**config.mk**
```make
export PLATFORM = sky130hd
export DESIGN_NAME = rst_seq_ctrl
export DESIGN_NICKNAME = d
export VERILOG_FILES = /design/src/rtl/rst_seq_ctrl.sv
export SDC_FILE = /design/constraint.sdc
export NUM_CORES = 1
export LEC_CHECK = 0
export ABC_AREA = 1
export CAP_MARGIN = 20
export CORE_MARGIN = 2
export CORE_UTILIZATION = 45
export DETAILED_ROUTE_END_ITERATION = 8
export PLACE_DENSITY_LB_ADDON = 0.3
export SYNTH_ARGS = -nofsm -noshare
export SYNTH_HDL_FRONTEND = slang
export SYNTH_SLANG_ARGS = --single-unit
```
**constraint.sdc**
```tcl
create_clock -name CLK -period 1.4 [get_ports CLK]
set_input_delay 0.28 -clock CLK [delete_from_list [all_inputs] [get_ports CLK]]
set_output_delay 0.28 -clock CLK [all_outputs]
set_load 0.05 [all_outputs]
```
**src/rtl/rst_seq_ctrl.sv**
```systemverilog
// Reset sequencer: after global reset release, turns on the domain clock
// gates, then releases each domain reset in index order. The next domain is
// released only after the previous one acknowledges and a spacing delay
// elapses. Detects domains that never acknowledge (timeout) or that drop
// their acknowledgement once the sequence is done, and supports a software
// requested re-sequence from DONE or ERR.
module rst_seq_ctrl #(
    parameter int NUM_DOMAINS = 3,
    parameter int DLY_WIDTH   = 8,
    parameter int TIMEOUT     = 255
) (
    input  logic                   CLK,
    input  logic                   RST,
    input  logic [DLY_WIDTH-1:0]   DLY_CFG,
    input  logic                   SW_RST_REQ,
    input  logic [NUM_DOMAINS-1:0] DOMAIN_ACK,
    output logic [NUM_DOMAINS-1:0] DOMAIN_RST_N,
    output logic                   CLK_GATE_EN,
    output logic                   SEQ_DONE,
    output logic                   SEQ_ERR
);

    localparam int IDX_W  = (NUM_DOMAINS > 1) ? $clog2(NUM_DOMAINS) : 1;
    localparam int TCNT_W = (TIMEOUT > 1) ? $clog2(TIMEOUT + 1) : 1;

    localparam logic [IDX_W-1:0]  LAST_IDX  = IDX_W'(NUM_DOMAINS - 1);
    localparam logic [TCNT_W-1:0] TCNT_LAST = TCNT_W'(TIMEOUT - 1);

    localparam logic [2:0] S_HOLD     = 3'd0;
    localparam logic [2:0] S_CLK_ON   = 3'd1;
    localparam logic [2:0] S_RELEASE  = 3'd2;
    localparam logic [2:0] S_SPACE    = 3'd3;
    localparam logic [2:0] S_DONE     = 3'd4;
    localparam logic [2:0] S_ERR      = 3'd5;
    localparam logic [2:0] S_REASSERT = 3'd6;

    logic [2:0]           state;
    logic [DLY_WIDTH-1:0] cnt;
    logic [TCNT_W-1:0]    tcnt;
    logic [IDX_W-1:0]     idx;
    logic [DLY_WIDTH-1:0] dly_ld;

    // A programmed delay of zero still spaces events by one edge.
    assign dly_ld = (DLY_CFG == '0) ? DLY_WIDTH'(1) : DLY_CFG;

    // Sequencer FSM; every output is a register updated here.
    always_ff @(posedge CLK or negedge RST) begin
        if (!RST) begin
            state        <= S_HOLD;
            cnt          <= '0;
            tcnt         <= '0;
            idx          <= '0;
            DOMAIN_RST_N <= '0;
            CLK_GATE_EN  <= 1'b0;
            SEQ_DONE     <= 1'b0;
            SEQ_ERR      <= 1'b0;
        end else begin
            case (state)
                S_HOLD: begin
                    CLK_GATE_EN <= 1'b1;
                    cnt         <= dly_ld;
                    state       <= S_CLK_ON;
                end

                // All three countdown states release domain idx on expiry;
                // idx is 0 in CLK_ON and REASSERT.
                S_CLK_ON, S_SPACE, S_REASSERT: begin
                    if (cnt <= DLY_WIDTH'(1)) begin
                        cnt               <= '0;
                        tcnt              <= '0;
                        DOMAIN_RST_N[idx] <= 1'b1;
                        state             <= S_RELEASE;
                    end else begin
                        cnt <= cnt - 1'b1;
                    end
                end

                S_RELEASE: begin
                    if (DOMAIN_ACK[idx]) begin
                        tcnt <= '0;
                        if (idx == LAST_IDX) begin
                            SEQ_DONE <= 1'b1;
                            state    <= S_DONE;
                        end else begin
                            idx   <= idx + 1'b1;
                            cnt   <= dly_ld;
                            state <= S_SPACE;
                        end
                    end else if (tcnt == TCNT_LAST) begin
                        DOMAIN_RST_N <= '0;
                        SEQ_DONE     <= 1'b0;
                        SEQ_ERR      <= 1'b1;
                        state        <= S_ERR;
                    end else begin
                        tcnt <= tcnt + 1'b1;
                    end
                end

                // Software request beats a simultaneous loss of acknowledge.
                S_DONE: begin
                    if (SW_RST_REQ) begin
                        DOMAIN_RST_N <= '0;
                        SEQ_DONE     <= 1'b0;
                        SEQ_ERR      <= 1'b0;
                        idx          <= '0;
                        cnt          <= dly_ld;
                        state        <= S_REASSERT;
                    end else if (!(&DOMAIN_ACK)) begin
                        DOMAIN_RST_N <= '0;
                        SEQ_DONE     <= 1'b0;
                        SEQ_ERR      <= 1'b1;
                        state        <= S_ERR;
                    end
                end

                S_ERR: begin
                    if (SW_RST_REQ) begin
                        DOMAIN_RST_N <= '0;
                        SEQ_DONE     <= 1'b0;
                        SEQ_ERR      <= 1'b0;
                        idx          <= '0;
                        cnt          <= dly_ld;
                        state        <= S_REASSERT;
                    end
                end

                default: state <= S_HOLD;
            endcase
        end
    end

endmodule
```
=== Word-level counts from Yosys, hierarchy flattened ===
Index checks and enable logic that the tools add are counted.

* Add/sub/neg operators: 3
* $lt $le $gt $ge: 3
* Equal/unequal tests: 19
* Mux-type cells: 45
* Bitwise operators: 1
* Reductions and logical operators: 18

{| class="wikitable"
|+ Operators by type and width
! operator !! number
|-
| 2-to-1 mux 8 bit || 8
|-
| 2-to-1 mux 3 bit || 13
|-
| case mux 8 bit (4 select lines) || 1
|-
| case mux 8 bit (2 select lines) || 1
|-
| case mux 3 bit (5 select lines) || 1
|-
| 2-to-1 mux 1 bit || 12
|-
| inequality test 2 bit (second input constant) || 6
|-
| inequality test 3 bit (second input constant) || 4
|-
| case mux 3 bit (4 select lines) || 1
|-
| AND reduction 4 bit || 3
|-
| AND reduction 5 bit || 2
|-
| equality test 3 bit (second input constant) || 3
|-
| adder 8 x 1 -> 8 bit (second input constant) || 1
|-
| equality test 8 bit (second input constant) || 1
|-
| less-or-equal comparator 8 x 1 -> 1 bit (second input constant) || 1
|-
| logical NOT 8 bit || 1
|-
| nonzero test 4 bit || 2
|-
| subtractor 8 x 1 -> 8 bit (second input constant) || 1
|-
| equality test 3 x 2 -> 1 bit (second input constant) || 2
|-
| 2-to-1 mux 2 bit || 3
|-
| case mux 1 bit (3 select lines) || 2
|-
| AND reduction 3 bit || 2
|-
| AND reduction 6 bit || 1
|-
| case mux 2 bit (2 select lines) || 1
|-
| 15 further kinds || 16
|}

* Flip-flop bits (word level): 27
* Input bits: 14
* Word-level logic and storage cells: 97

=== Longest topological paths before layout ===
* Depth in word-level cells: 7
* Mapped depth: 11

=== Worst setup path after synthesis ===
Ideal clock, no wire load.

* Kind: reg2reg
* Start point: reg cnt[0]
* End point: reg DOMAIN_RST_N[0]
* Setup time: 0.119 ns
* Arrival: 1.433 ns
* Data required time: 1.281 ns
* Slack: -0.152 ns
* Stages on the path, launching flop included: 12
* Buffers on the path: 0
* Cell sequence: dfrtp_1 > inv_1 > ha_1 > inv_1 > nand2_1 > nand2_1 > nor2_1 > nor2_4 > nor2_2 > nand2_2 > nand2_1 > nand2_1

* Longest elaborated chain between the ends: 3

{| class="wikitable"
|+ Ends and longest elaborated chain
! what !! RTL line !! RTL
|-
| from (decl) || 38 || <nowiki>logic [DLY_WIDTH-1:0] cnt;</nowiki>
|-
| from (signal assigned) || 61 || <nowiki>cnt <= dly_ld;</nowiki>
|-
| from (signal assigned) || 74 || <nowiki>cnt <= cnt - 1'b1;</nowiki>
|-
| from (signal assigned) || 86 || <nowiki>cnt <= dly_ld;</nowiki>
|-
| less-or-equal comparator 8 x 1 -> 1 bit || 68 || <nowiki>if (cnt <= DLY_WIDTH'(1)) begin</nowiki>
|-
| inequality test 2 bit (no line) || n/a ||
|-
| AND reduction 6 bit (no line) || n/a ||
|-
| to (signal, indexed assignment) || 71 || <nowiki>DOMAIN_RST_N[idx] <= 1'b1;</nowiki>
|-
| to (signal assigned) || 90 || <nowiki>DOMAIN_RST_N <= '0;</nowiki>
|-
| to (signal assigned) || 102 || <nowiki>DOMAIN_RST_N <= '0;</nowiki>
|-
| to (decl) || 17 || <nowiki>output logic [NUM_DOMAINS-1:0] DOMAIN_RST_N,</nowiki>
|}

No other way between the ends.
A chain may end at the register's enable or synchronous reset.

=== Worst setup path in the final report ===
* Start point: reg cnt[0]
* End point: reg tcnt[6]

* Longest elaborated chain between the ends: 3

{| class="wikitable"
|+ Ends and longest elaborated chain
! what !! RTL line !! RTL
|-
| less-or-equal comparator 8 x 1 -> 1 bit || 68 ||
|-
| inequality test 2 bit (no line) || n/a ||
|-
| AND reduction 3 bit (no line) || n/a ||
|-
| to (signal assigned) || 95 || <nowiki>tcnt <= tcnt + 1'b1;</nowiki>
|-
| to (decl) || 39 || <nowiki>logic [TCNT_W-1:0] tcnt;</nowiki>
|}

No other way between the ends.

==> reports/qor.txt <==
Initial antenna violation count: 0
Cell Pwr Density: 2230 nW/µm²
Worst setup margin: -0.125 ns
Largest net degree at the start of global routing: 28
Post-CTS Hold Fix Bufs: 0
Worst Setup Start Kind: flop
Tightest Pin Transition: 0.217 ns
Routability Congestion: 0.852
Initial DRC Count: 97
Post-DP HPWL: 3590 µm
Final Core Density: 66.5%
Slew HR: 85.4%
Final ANT Viol Nets: 0
Skew-Pair Late Insertion Delay: 0.27 ns
Vias in the first global route: 1869
Die Area: 4950 µm²
Clock Power Share: 7.1%
FILL cells: 343
Vias: 2068
MaxCap Viol Count: 0
Port bufs: 19
Clk root buf: clkbuf_8
FP Rows: 24
TritonCTS clock tree: yes
Setup TNS: -0.813 ns
Fin. Hold Viols: 0
Die Wd: 70.3 µm
Max stage delay on crit path: 0.43 ns
HP Class: in2async
Vias per inst: 5.03
Final number of max-transition violations: 0
Maximum VDD drop: 1560 µV
FF+latch area: 678 µm²
Switching Power: 3.19 mW
Worst-path cell chain: inv_2 -> ha_4 -> nor2_1 -> nor2_1 -> nand2_2 -> nand2_4 -> nand2_4 -> inv_4 -> nand2_8 -> nand2_1 -> nand2_1
First-pass GRT wire length: 8070 µm
Syn_area_per_cell: 6.58 µm²
GRT Util Overall: 20.1%
P&R area growth vs syn: 44.2%
Core Area: 4290 µm²
Post-Syn Instances: 301
#FFs+latches synth: 27
Share of post-route cells with drive strength above 1: 33.4%
Crit end category: flop
Pre-Repair DR Iteration Count: 4
Routed length per placed instance: 12.5 µm
Power consumption: 6.35 mW
Area of the multi-input gates: 1390 µm²
Seq/Total Area, Yosys: 34.1%
Leak pwr: 1.49 nW
CTS Buf Count: 3
Die Ht: 70.3 µm
Sequential Power Share: 21.5%
Clk_skew: 0.00398 ns
Syn nets: 322
Critical Path AT: 1.70 ns
Worst-path clk slew: 0.09 ns
Sw Share: 50.2%
Post-synthesis cell type count: 27
CP Data Required Time: 1.57 ns
Worst path slowest cell: dfrtp_1
Final setup vio count: 17
Cell Area, Synth: 1980 µm²
Final instance count without filler cells: 411
Pint: 3.16 mW
Run status: finished with violations
Fin crit period: 1.53 ns
Worst-path maximum fanout: 8
Dpl cells: 397
Nets: 381
Combinational Power Share: 71.4%
RSZ-0062 raised after global routing: true
Sinks on Clock Net: 27
Period utilization: 109%
DRC errors left: 0
Drt total wl: 5150 µm
Placed Area: 2520 µm²
Htree depth: 1
Failing checks: negative setup slack
Critical path class: reg2reg
Maximum clock frequency: 656 MHz
CTS max path bufs: 2
Initial core utilization: 46.1%
Diodes inserted: 0
Grt total ovfl: 0
Syn. warnings: 0
I/O Pins: 20
Fin area: 2860 µm²
[path summary, 6_finish.rpt]
path,start,cells past startpoint,slack (ns),endpoint
worst min register to register,idx[0],2,0.54,idx[0]
worst max-delay path,cnt[0],11,-0.13,tcnt[6]
max in group asynchronous,RST,2,0.89,state[2]
worst min-delay path,RST,2,0.35,idx[0]
min in group CLK,idx[0],2,0.54,idx[0]
worst max register to register,cnt[0],11,-0.13,tcnt[6]
[per-stage QoR]
stage               hold slack, ns  worst slack (ns)
finish                       0.349            -0.125
CTS                          0.352            -0.119
detailed placement           0.509            -0.286
global route                 0.367            -0.195
floorplan                  -0.0156            0.0104
global placement             0.499            -0.211
[flip-flops by register name, summed over array words and instances (netlist names)]
signal and count:
DOMAIN_RST_N 3, SEQ_DONE 1, cnt 8, idx 2, tcnt 8, CLK_GATE_EN 1, SEQ_ERR 1, state 3
[layer usage]
| layer | track usage, % | part of all wire [%] | vias up |
|---|---|---|---|
| met3 | 2.16 | 3.6 | 15 |
| li1 | - | - | 1057 |
| met4 | 7.69 | 2.8 | 0 |
| met5 | 0 | 0 | - |
| met2 | 31.0 | 47 | 49 |
| met1 | 28.8 | 46 | 947 |
[layout by cell type, fill, tap and decap left out, drive strengths merged]
master | Yosys | routed
clkdlybuf4s50 | 0 | 13
clkinv | 1 | 1
ha | 7 | 7
buf | 1 | 42
nor2 | 40 | 40
nand3 | 29 | 29
nand4 | 6 | 6
dfrtp | 27 | 27
xor2 | 2 | 2
nor3 | 1 | 1
inv | 33 | 34
nand3b | 1 | 1
nand2 | 134 | 134
o21bai | 1 | 1
a21boi | 1 | 1
xnor2 | 2 | 2
o21ai | 13 | 13
or2 | 2 | 2
clkbuf | 0 | 3
[cells in the mapped netlist, drive strengths merged]
cell type	count	area [µm²]
nand3b	1	7.51
xnor2	2	17.5
a21boi	1	11.3
ha	7	87.6
o21bai	1	7.51
xor2	2	17.5
buf	1	7.51
nor2	40	178
clkinv	1	3.75
nand2	134	541
dfrtp	27	676
o21ai	13	68.8
or2	2	12.5
inv	33	124
nand3	29	173
nand4	6	43.8
nor3	1	5.00
[timing repair]
action                     in CTS  in global routing
setup endpoints to repair      23                 26
buffers inserted                5                  5
gates resized for setup         9                 52
pin swaps                       7                 22
gates cloned                    0                  0
[critical path, delay by kind of cell, from the launching register on]
family / cells / cell delay, ns
buf+inv: 2 / 0.17
fa+ha+maj: 1 / 0.14
flops: 1 / 0.43
simple gates: 8 / 0.69
[layout make-up]
type,count,area share (%)
timing repair buffer,55,18.8
clock inverter,1,0.175
multi-input combinational,239,48.8
inverter,34,4.73
tap,52,2.28
sequential,27,23.8
clock buffer,3,1.45
[power by group through the flow]
stage,logic [mW],registers [mW],clock network (mW)
3_5_place_dp,3.72,1.34,0
3_3_place_gp,3.67,1.34,0
4_1_cts,3.88,1.34,0.458
5_1_grt,4.99,1.40,0.481
6_report,4.54,1.37,0.450
2_1_floorplan,2.26,1.51,0
[cells by family after synthesis]
group | share of synthesized area (%)
adder cells (fa/ha/maj) | 4.42
buffers and inverters | 6.82
flip-flops | 34.1
AND/OR/NAND/NOR | 48.5
XOR/XNOR | 1.77
AO/OA/AOI/OAI | 4.42
No activity file was read; power rests on OpenSTA's default activity.
